## src/rtl/cache_mem_arbiter_pkg.sv

```systemverilog
// Shared cache type definitions plus the memory arbiter's port index and FSM state types.
package cache_mem_arbiter_pkg;

  typedef logic [31:0]  word;
  typedef logic [127:0] line;
  typedef logic [15:0]  line_be;

  // Wide enough to index the largest supported requester count (8).
  typedef logic [2:0] arb_port;

  typedef enum logic {
    ARB_IDLE = 1'b0,
    ARB_BUSY = 1'b1
  } arb_state_e;

endpackage

```

## src/rtl/cache_rr_picker.sv

```systemverilog
// Combinational rotate-priority encoder: first active index at or after rr, wrapping modulo PORTS.
module cache_rr_picker #(
  parameter int PORTS = 4
) (
  input  logic [PORTS-1:0]         active,
  input  logic [$clog2(PORTS)-1:0] rr,
  output logic                     valid,
  output logic [$clog2(PORTS)-1:0] winner
);

  localparam int IDX_W = $clog2(PORTS);

  logic [2*PORTS-1:0] doubled;
  logic [PORTS-1:0]   rotated;
  logic [IDX_W-1:0]   offset;
  logic [IDX_W:0]     sum;

  // Rotating the doubled vector puts requester rr at bit 0.
  assign doubled = {active, active};
  assign rotated = PORTS'(doubled >> rr);

  // NOTE: every always_comb output gets a default first so no latch is inferred.
  always_comb begin
    valid  = 1'b0;
    offset = '0;
    for (int j = PORTS - 1; j >= 0; j--) begin
      if (rotated[j]) begin
        valid  = 1'b1;
        offset = IDX_W'(j);
      end
    end
  end

  assign sum    = {1'b0, rr} + {1'b0, offset};
  assign winner = (sum >= (IDX_W + 1)'(PORTS)) ? IDX_W'(sum - (IDX_W + 1)'(PORTS)) : IDX_W'(sum);

endmodule

```

## src/rtl/cache_mem_arbiter.sv

```systemverilog
// Round-robin arbiter sharing one line-wide memory master among PORTS cache routing blocks.
// Define CACHE_ARB_PERF_EN to add per-port grant and wait-cycle counters.
module cache_mem_arbiter
  import cache_mem_arbiter_pkg::*;
#(
  parameter int PORTS = 4
) (
  input  logic                 clk,
  input  logic                 rst_n,
  input  word    [PORTS-1:0]   in_address,
  input  logic   [PORTS-1:0]   in_read,
  input  logic   [PORTS-1:0]   in_write,
  input  line    [PORTS-1:0]   in_writedata,
  input  line_be [PORTS-1:0]   in_byteenable,
  output logic   [PORTS-1:0]   in_waitrequest,
  output line                  in_readdata,
  input  logic                 mem_waitrequest,
  input  line                  mem_readdata,
  output word                  mem_address,
  output logic                 mem_read,
  output logic                 mem_write,
  output line                  mem_writedata,
  output line_be               mem_byteenable
`ifdef CACHE_ARB_PERF_EN
  ,
  output logic [PORTS-1:0][31:0] perf_grants,
  output logic [PORTS-1:0][31:0] perf_wait_cycles
`endif
);

  localparam int IDX_W = $clog2(PORTS);

  arb_state_e       state_q, state_d;
  logic [IDX_W-1:0] grant_q, grant_d;
  logic [IDX_W-1:0] rr_q, rr_d;
  logic [IDX_W-1:0] pick_winner;
  logic             pick_valid;
  logic             capture;
  logic             complete;
  logic [PORTS-1:0] active;

  assign active      = in_read | in_write;
  assign in_readdata = mem_readdata;

  cache_rr_picker #(.PORTS(PORTS)) u_picker (
    .active (active),
    .rr     (rr_q),
    .valid  (pick_valid),
    .winner (pick_winner)
  );

  always_comb begin
    state_d        = state_q;
    grant_d        = grant_q;
    rr_d           = rr_q;
    capture        = 1'b0;
    complete       = 1'b0;
    in_waitrequest = '1;
    unique case (state_q)
      ARB_IDLE: begin
        if (pick_valid) begin
          state_d = ARB_BUSY;
          grant_d = pick_winner;
          capture = 1'b1;
        end
      end
      ARB_BUSY: begin
        // Gated by rst_n so requesters see a stall for the whole reset cycle.
        if (rst_n) begin
          in_waitrequest[grant_q] = mem_waitrequest;
        end
        if (!mem_waitrequest) begin
          complete = 1'b1;
          state_d  = ARB_IDLE;
          rr_d     = (grant_q == IDX_W'(PORTS - 1)) ? '0 : grant_q + IDX_W'(1);
        end
      end
      default: state_d = ARB_IDLE;
    endcase
  end

  // NOTE: sequential state uses non-blocking assignments so every register sees pre-edge values.
  always_ff @(posedge clk) begin
    if (!rst_n) begin
      state_q   <= ARB_IDLE;
      grant_q   <= '0;
      rr_q      <= '0;
      mem_read  <= 1'b0;
      mem_write <= 1'b0;
    end else begin
      state_q <= state_d;
      grant_q <= grant_d;
      rr_q    <= rr_d;
      if (capture) begin
        mem_read  <= in_read[pick_winner];
        mem_write <= in_write[pick_winner];
      end else if (complete) begin
        mem_read  <= 1'b0;
        mem_write <= 1'b0;
      end
    end
  end

  // NOTE: the request datapath is deliberately unreset; it is only meaningful while a strobe is high.
  always_ff @(posedge clk) begin
    if (capture) begin
      mem_address    <= in_address[pick_winner];
      mem_writedata  <= in_writedata[pick_winner];
      mem_byteenable <= in_byteenable[pick_winner];
    end
  end

`ifdef CACHE_ARB_PERF_EN
  // A port is served while it owns the bus or is winning arbitration this cycle.
  logic [PORTS-1:0] served;

  always_comb begin
    served = '0;
    if (state_q == ARB_BUSY) begin
      served[grant_q] = 1'b1;
    end else if (pick_valid) begin
      served[pick_winner] = 1'b1;
    end
  end

  always_ff @(posedge clk) begin
    if (!rst_n) begin
      perf_grants      <= '0;
      perf_wait_cycles <= '0;
    end else begin
      for (int i = 0; i < PORTS; i++) begin
        if (complete && grant_q == IDX_W'(i)) begin
          perf_grants[i] <= perf_grants[i] + 32'd1;
        end
        if (active[i] && !served[i]) begin
          perf_wait_cycles[i] <= perf_wait_cycles[i] + 32'd1;
        end
      end
    end
  end
`else
  // Performance counters are not built in this configuration.
`endif

endmodule

```

## config.mk

```make
export PLATFORM = sky130hd
export DESIGN_NAME = cache_mem_arbiter
export DESIGN_NICKNAME = d
export VERILOG_FILES = /design/src/rtl/cache_mem_arbiter_pkg.sv /design/src/rtl/cache_rr_picker.sv /design/src/rtl/cache_mem_arbiter.sv
export SDC_FILE = /design/constraint.sdc
export NUM_CORES = 1
export LEC_CHECK = 0
export ABC_AREA = 1
export BUFFER_PORTS_ARGS = -buffer_cell sky130_fd_sc_hd__buf_2
export CAP_MARGIN = 20
export CORE_AREA = 3 3 445 447
export CTS_CLUSTER_SIZE = 20
export DETAILED_ROUTE_END_ITERATION = 12
export DIE_AREA = 0 0 448 450
export GPL_TIMING_DRIVEN = 0
export PLACE_DENSITY_LB_ADDON = 0.1
export SETUP_SLACK_MARGIN = 0.02
export SLEW_MARGIN = 10
export SYNTH_ARGS = -nofsm -noshare
export SYNTH_HDL_FRONTEND = slang
export SYNTH_HIERARCHICAL = 1
export SYNTH_SLANG_ARGS = --single-unit
```

## constraint.sdc

```tcl
create_clock -name clk -period 5.45 [get_ports clk]
set_input_delay 1.09 -clock clk [delete_from_list [all_inputs] [get_ports clk]]
set_output_delay 1.09 -clock clk [all_outputs]
set_load 0.05 [all_outputs]
```

### Word level (Yosys, flattened, before mapping)

Cells that the tools add are included.

* add/subtract/negate cells: 3
* order comparisons: 4
* equal/unequal tests: 1
* shifts and indexed selects: 1
* muxes and demuxes: 33
* bitwise logic cells: 5
* reduce and logical (&&, ||, !) cells: 4

Operators with widths (number)
* binary-select mux 128 bit (select 2 bit): 1
* 2-to-1 mux 128 bit: 1
* binary-select mux 32 bit (select 2 bit): 1
* binary-select mux 16 bit (select 2 bit): 1
* 2-to-1 mux 32 bit: 1
* 2-to-1 mux 16 bit: 1
* 2-to-1 mux 1 bit: 15
* 2-to-1 mux 2 bit: 6
* 2-to-1 mux 4 bit: 2
* OR 4 bit: 2
* right shift 8 x 2 -> 4 bit: 1
* less-than comparator 2 x 3 -> 1 bit, second input constant: 2
* binary-select mux 1 bit (select 2 bit): 2
* inverter 4 bit: 1
* AND reduction 2 bit: 2
* adder 2 x 2 -> 3 bit: 1
* greater-or-equal comparator 3 bit, second input constant: 1
* adder 2 x 1 -> 2 bit, second input constant: 1
* demux 1 bit (select 2 bit): 1
* == test 2 bit, second input constant: 1
* greater-or-equal comparator 2 x 1 -> 1 bit, second input constant: 1
* inverter 1 bit: 2
* one-hot mux 1 bit (2 select lines): 1
* nonzero test 2 bit: 1
* other kinds (2): 2

* flip-flop bits (word level): 183
* input bits: 843
* output and inout bits: 310
* word-level logic and storage cells: 59

### Longest topological paths before layout

* depth after elaboration: 12
* mapped depth: 19
* depth with buffers taken out: 17

### Hierarchy

The synthesis kept the hierarchy.

Modules (own cells, without submodules)
* cache_mem_arbiter: instances 1, cells each 1371, area an instance 11716.2 um2, seq. area each 5425.2 um2
* cache_rr_picker: instances 1, cells each 35, area an instance 165.2 um2, seq. area each 0.0 um2

### Worst setup path before layout

No wires, ideal clock.

* path type: in2reg
* start: input port in_write[1]
* end: register mem_address[0], enable pin
* setup time: 529 ps
* data arrival time: 5121 ps
* data required time: 4921 ps
* slack: -200 ps
* stages: 10
* path buffers: 0
* cells stage by stage: inv_1 > nand2_1 > nand2_1 > nand3_1 > nand2_1 > nand2_1 > inv_2 > nand3_1 > nand2_1 > inv_1

* word-level cells in the longest chain between the ends: 8

Ends and longest elaborated chain
* start: declaration: RTL line cache_mem_arbiter.sv:12 `input logic [PORTS-1:0] in_write,`
* OR 4 bit *: RTL line cache_mem_arbiter.sv:42 `assign active = in_read | in_write;`
* named net active[1]: RTL line cache_mem_arbiter.sv:40 `logic [PORTS-1:0] active;`
* right shift 8 x 2 -> 4 bit *: RTL line cache_rr_picker.sv:20 `assign rotated = PORTS'(doubled >> rr);`
* 2-to-1 mux 1 bit (3 in series): RTL line cache_rr_picker.sv:27 `if (rotated[j]) begin`
* 2-to-1 mux 1 bit *: RTL line cache_rr_picker.sv:27
* named net pick_valid: RTL line cache_mem_arbiter.sv:37 `logic pick_valid;`
* 2-to-1 mux 1 bit *: RTL line cache_mem_arbiter.sv:61 `if (pick_valid) begin`
* 2-to-1 mux 1 bit *: RTL line cache_mem_arbiter.sv:59 `unique case (state_q)`
* named net capture: RTL line cache_mem_arbiter.sv:38 `logic capture;`
* end signal: assignment: RTL line cache_mem_arbiter.sv:107 `mem_address <= in_address[pick_winner];`
* end: declaration: RTL line cache_mem_arbiter.sv:19 `output word mem_address,`

The timed path passes the listed nets; every way through them passes the cells marked *.
A chain may end at the register's enable or synchronous reset.

### Final worst setup path

* start: input port in_write[1]
* end: register mem_writedata[99], data pin

* word-level cells in the longest chain between the ends: 11
* elaborated cells between the ends (all ways): 12
* classes of those cells: add/sub (2); order compare (1); shift (1); mux (7); bitwise (1)

Ends and longest elaborated chain
* OR 4 bit *: RTL line cache_mem_arbiter.sv:42
* named net active[1]: RTL line cache_mem_arbiter.sv:40
* right shift 8 x 2 -> 4 bit *: RTL line cache_rr_picker.sv:20
* 2-to-1 mux 2 bit (3 in series): RTL line cache_rr_picker.sv:27
* 2-to-1 mux 2 bit *: RTL line cache_rr_picker.sv:27
* adder 2 x 2 -> 3 bit *: RTL line cache_rr_picker.sv:34 `assign sum = {1'b0, rr} + {1'b0, offset};`
* greater-or-equal comparator 3 bit / subtractor 2 x 1 -> 2 bit (equally long branches): RTL line cache_rr_picker.sv:35 `assign winner = (sum >= (IDX_W + 1)'(PORTS)) ? IDX_W'(sum - (IDX_W + 1)'(PORTS)) : IDX_W'(sum);`
* 2-to-1 mux 2 bit *: RTL line cache_rr_picker.sv:35
* named net pick_winner[1]: RTL line cache_mem_arbiter.sv:36 `logic [IDX_W-1:0] pick_winner;`
* binary-select mux 128 bit (select 2 bit) *: RTL line cache_mem_arbiter.sv:108 `mem_writedata <= in_writedata[pick_winner];`
* 2-to-1 mux 128 bit (implied by the code) *: RTL line cache_mem_arbiter.sv:108
* end signal: assignment: RTL line cache_mem_arbiter.sv:108
* end: declaration: RTL line cache_mem_arbiter.sv:22 `output line mem_writedata,`

The timed path passes the listed nets; every way through them passes the cells marked *. The select of a mux whose other input is x is not followed.

==> summary.md <==
* **run status** finished, final reports clean
* **synthesized netlist net count** 2,254
* **data arrival time at the worst-slack endpoint** 4540 ps
* **Die Height** 450 um
* **async set-or-reset flop fraction in the synthesized netlist** 0
* **standby leakage power** 0.008911 uW
* **via count of the first global-routing pass** 15,771
* **antenna violations before repair** 43
* **critical path's largest stage delay** 540 ps
* **top-level port count** 1,153
* **path depth of the worst reg2reg path** 17
* **setup repair after global routing missed its margin** no
* **leading cell types by total area after synthesis** edfxtp_1 (44%), nor2_1 (11%), o22ai_1 (9.3%)
* **switching part of the total** 0.5323
* **die boundary width** 448 um
* **Unique masters post-synth** 24
* **PD cells** 389.6 mW/mm^2
* **total overflow reported by the global router** 0
* **power spent charging and discharging nets** 4349 uW
* **cell internal power dissipation** 3821 uW
* **placer congestion estimate** 0.8229
* **sequential cell area fraction in the yosys report** 0.4566
* **pre-CTS worst setup slack** 110.7 ps
* **instance area after placement** 0.02035 mm^2
* **endpoint of the most critical register-to-register path** mem_writedata[99]$_DFFE_PP_
* **post-route cell area** 0.02097 mm^2
* **routed wire length** 118,300 um
* **Final HPWL DP** 101,000 um
* **number of buffers between clock root and the deepest sink** 2
* **required time reported for the critical path endpoint** 5720 ps
* **worst clock skew** 18.34 ps
* **number of buffers added for setup after CTS** 0
* **buffer cell driving the clock tree root** clkbuf_16
* **total of endpoints with negative setup slack in the final report** 0
* **maximum VDD drop** 290.1 uV
* **count of final max-slew check failures** 0
* **Max-slew headroom** 0.4236
* **ordered cell list for the critical path** buf_2 > inv_1 > nand2_1 > nand2_1 > nand3_1 > nand2_2 > nand3_1 > a21boi_1 > ha_1 > xor2_1 > inv_1 > nand3_1 > nand2_1 > buf_4 > inv_2 > buf_2 > buf_2 > o21ai_1 > o22ai_1
* **number of nets in the final layout** 3,306
* **max-capacitance violation count** 0
* **Max Freq** 0.2340 GHz
* **overall global routing resource usage** 0.1123
* **total via count in the routed design** 15,153
* **Final Critical Period** 4274 ps
* **CP startpoint kind** input port
* **r2r startpoint** rr_q[0]$_SDFFE_PN0P_
* **number of enable flip-flop cells after synthesis** 176
* **post-synthesis cell type with the largest combined area** edfxtp_1
* **CP Capture Type** flip-flop
* **register bit total from synthesis** 183
* **average wire length per cell after detail routing** 23.52 um
* **post-cts resize count** 0
* **area of the core region** 0.1946 mm^2
* **number of standard cells after synthesis** 1,406
* **Min-Delay Path Class** flip-flop to flip-flop
* **mean cell area of the mapped netlist** 8.450 um^2
* **count of input and output buffers** 1,024
* **post-synthesis instance area** 0.01188 mm^2
* **Remaining DRCs** 0
* **actual transition at the worst max-transition pin** 864.6 ps
* **source of the worst hold timing path** state_q$_SDFF_PN0_
* **overall power consumption** 8170 uW
* **maximum number of pins on one net before global-route repair** 31
* **Final WS setup** 1176 ps
* **clock transition time at the flip-flop clock pins of the worst setup and hold paths** 90 ps
* **Yosys warnings** 6
* **primary flip-flop cell chosen by synthesis mapping** edfxtp_1
* **count of hold-fix buffers inserted at cts** 0
* **slack of the worst reg-to-reg path** 1400 ps
* **Flop pwr share** 0.260
* **number of buffers added by the clock tree synthesis step** 17
* **clk sinks** 183
* **full die area** 0.2016 mm^2
* **# H-tree levels** 4
* **routed vias/inst** 3.012
* **clock tree from TritonCTS** yes
* **top-area cell type share of the netlist area** 0.4448
* **Worst Path Class, Setup** input port to flip-flop
* **relative contribution of the clock network to total power** 0.178
* **cell with the biggest individual delay on the critical path** buf_2
* **final hold violations** 0
* **clock latency reported for the late side of the worst-skew pair** 560 ps
* **total number of placement rows** 162
* **final clock period utilization by the worst path** 0.7841
* **Logic pwr share** 0.561
* **wire length of the first global-routing pass** 148,400 um
* **Hold EP** state_q$_SDFF_PN0_
* **share of layout cells above drive strength 1** 0.5168
* **drt pass-1 iters** 5
* **number of DRC violations after detailed-routing iteration 0** 806
* **total negative slack** 0 ps
* **worst-path fanout max** 10
* **worst hold path cell count** 2
* **synthesis-to-finish area growth** 76.52%
* **DRT antenna net count** 0
* **Initial Utilization** 0.06106
flip-flops by register name (all words and copies together) (netlist names):
name / count
mem_read: 1
rr_q: 2
mem_writedata: 128
grant_q: 2
mem_write: 1
mem_byteenable: 16
mem_address: 32
state_q: 1
critical path: cells and delay by family:
| family | cells | cell delay (ps) |
|---|---|---|
| AOI/OAI and AO/OA | 3 | 780 |
| buffers and inverters | 7 | 1580 |
| xor gates and xnor gates | 1 | 180 |
| adders and majority gates | 1 | 180 |
| and+or+nand+nor | 7 | 680 |
cell families (layout without fill, tap and decap cells):
logic type / Yosys count / in the layout / synth area share
AO/OA/AOI/OAI: 537 / 537 / 0.2453
XOR/XNOR: 1 / 1 / 0.0007373
adder cells (fa/ha/maj): 5 / 5 / 0.005265
buffers and inverters: 265 / 1330 / 0.1587
flip-flops: 183 / 183 / 0.4566
other: 0 / 18 / 0
AND/OR/NAND/NOR: 415 / 415 / 0.1334
cells in the final DEF (no fill, tap or decap), drive strengths merged:
cell      synthesis  routed
a21boi            1       1
o22ai           176     176
bufinv            0       2
o2bb2ai           1       1
inv              19      22
buf             206    1239
nand3            18      18
clkinvlp          0       1
nor2            354     354
clkbuf           40      57
diode             0      18
xor2              1       1
clkinv            0       9
nand2            42      42
edfxtp          176     176
o21ai           354     354
ha                5       5
or2               1       1
dfxtp             7       7
a21oi             5       5
through the flow:
stage,instances,util,hold slack (ps)
after floorplan,1406,-,436.3
after global placement,4972,0.1038,447.5
after detailed placement,4981,0.1046,454.8
after CTS,5013,0.1075,467.4
after global routing,5023,0.1077,504.2
final,5031,0.1078,462.4
cells in the mapped netlist, types with 5 or more instances:
| cell type | instances |
|---|---|
| inv_1 | 14 |
| nand2_1 | 41 |
| nor2_1 | 354 |
| o21ai_1 | 164 |
| edfxtp_1 | 176 |
| dfxtp_1 | 7 |
| a21oi_1 | 5 |
| buf_6 | 40 |
| o21ai_0 | 190 |
| ha_1 | 5 |
| buf_4 | 130 |
| nand3_1 | 18 |
| clkbuf_1 | 40 |
| o22ai_1 | 176 |
| buf_2 | 32 |
layer usage:
layer | track usage | part of all wire
met2 | 0.2231 | 0.57
met5 | 0 | 0.00068
met4 | 0.04282 | 0.030
met1 | 0.1104 | 0.34
met3 | 0.02570 | 0.055
final cells by class:
cell class / instances / area, um^2
Antenna cell: 18 / 45.04
Buffer: 246 / 1807
Clock buffer: 17 / 425.4
Clock inverter: 15 / 148.9
Fill cell: 22843 / 173600
Inverter: 19 / 82.58
Multi-Input combinational cell: 958 / 4571
Sequential cell: 183 / 5425
Tap cell: 2542 / 3181
Timing Repair Buffer: 1033 / 5288
how the worst max path moves through the flow:
stage | startpoint | to | slack, ps | cells past startpoint
2_1_floorplan | in_write[0] | mem_address[0]$_DFFE_PP_ | 590 | 10
3_3_place_gp | in_read[3] | mem_writedata[13]$_DFFE_PP_ | -3050 | 11
3_5_place_dp | in_write[1] | mem_writedata[65]$_DFFE_PP_ | 110 | 19
4_1_cts | in_write[1] | mem_writedata[65]$_DFFE_PP_ | 760 | 19
5_1_grt | in_write[1] | mem_writedata[65]$_DFFE_PP_ | 680 | 19
6_report | in_write[1] | mem_writedata[99]$_DFFE_PP_ | 1180 | 19
power groups by stage:
stage	registers (uW)	clock network (uW)	logic (uW)
3_5_place_dp	2170	0	4780
3_3_place_gp	2190	0	4800
2_1_floorplan	3420	0	1480
6_report	2130	1460	4580
4_1_cts	2140	1600	4790
5_1_grt	2160	1610	4910
No activity file was read; power rests on OpenSTA's default activity.
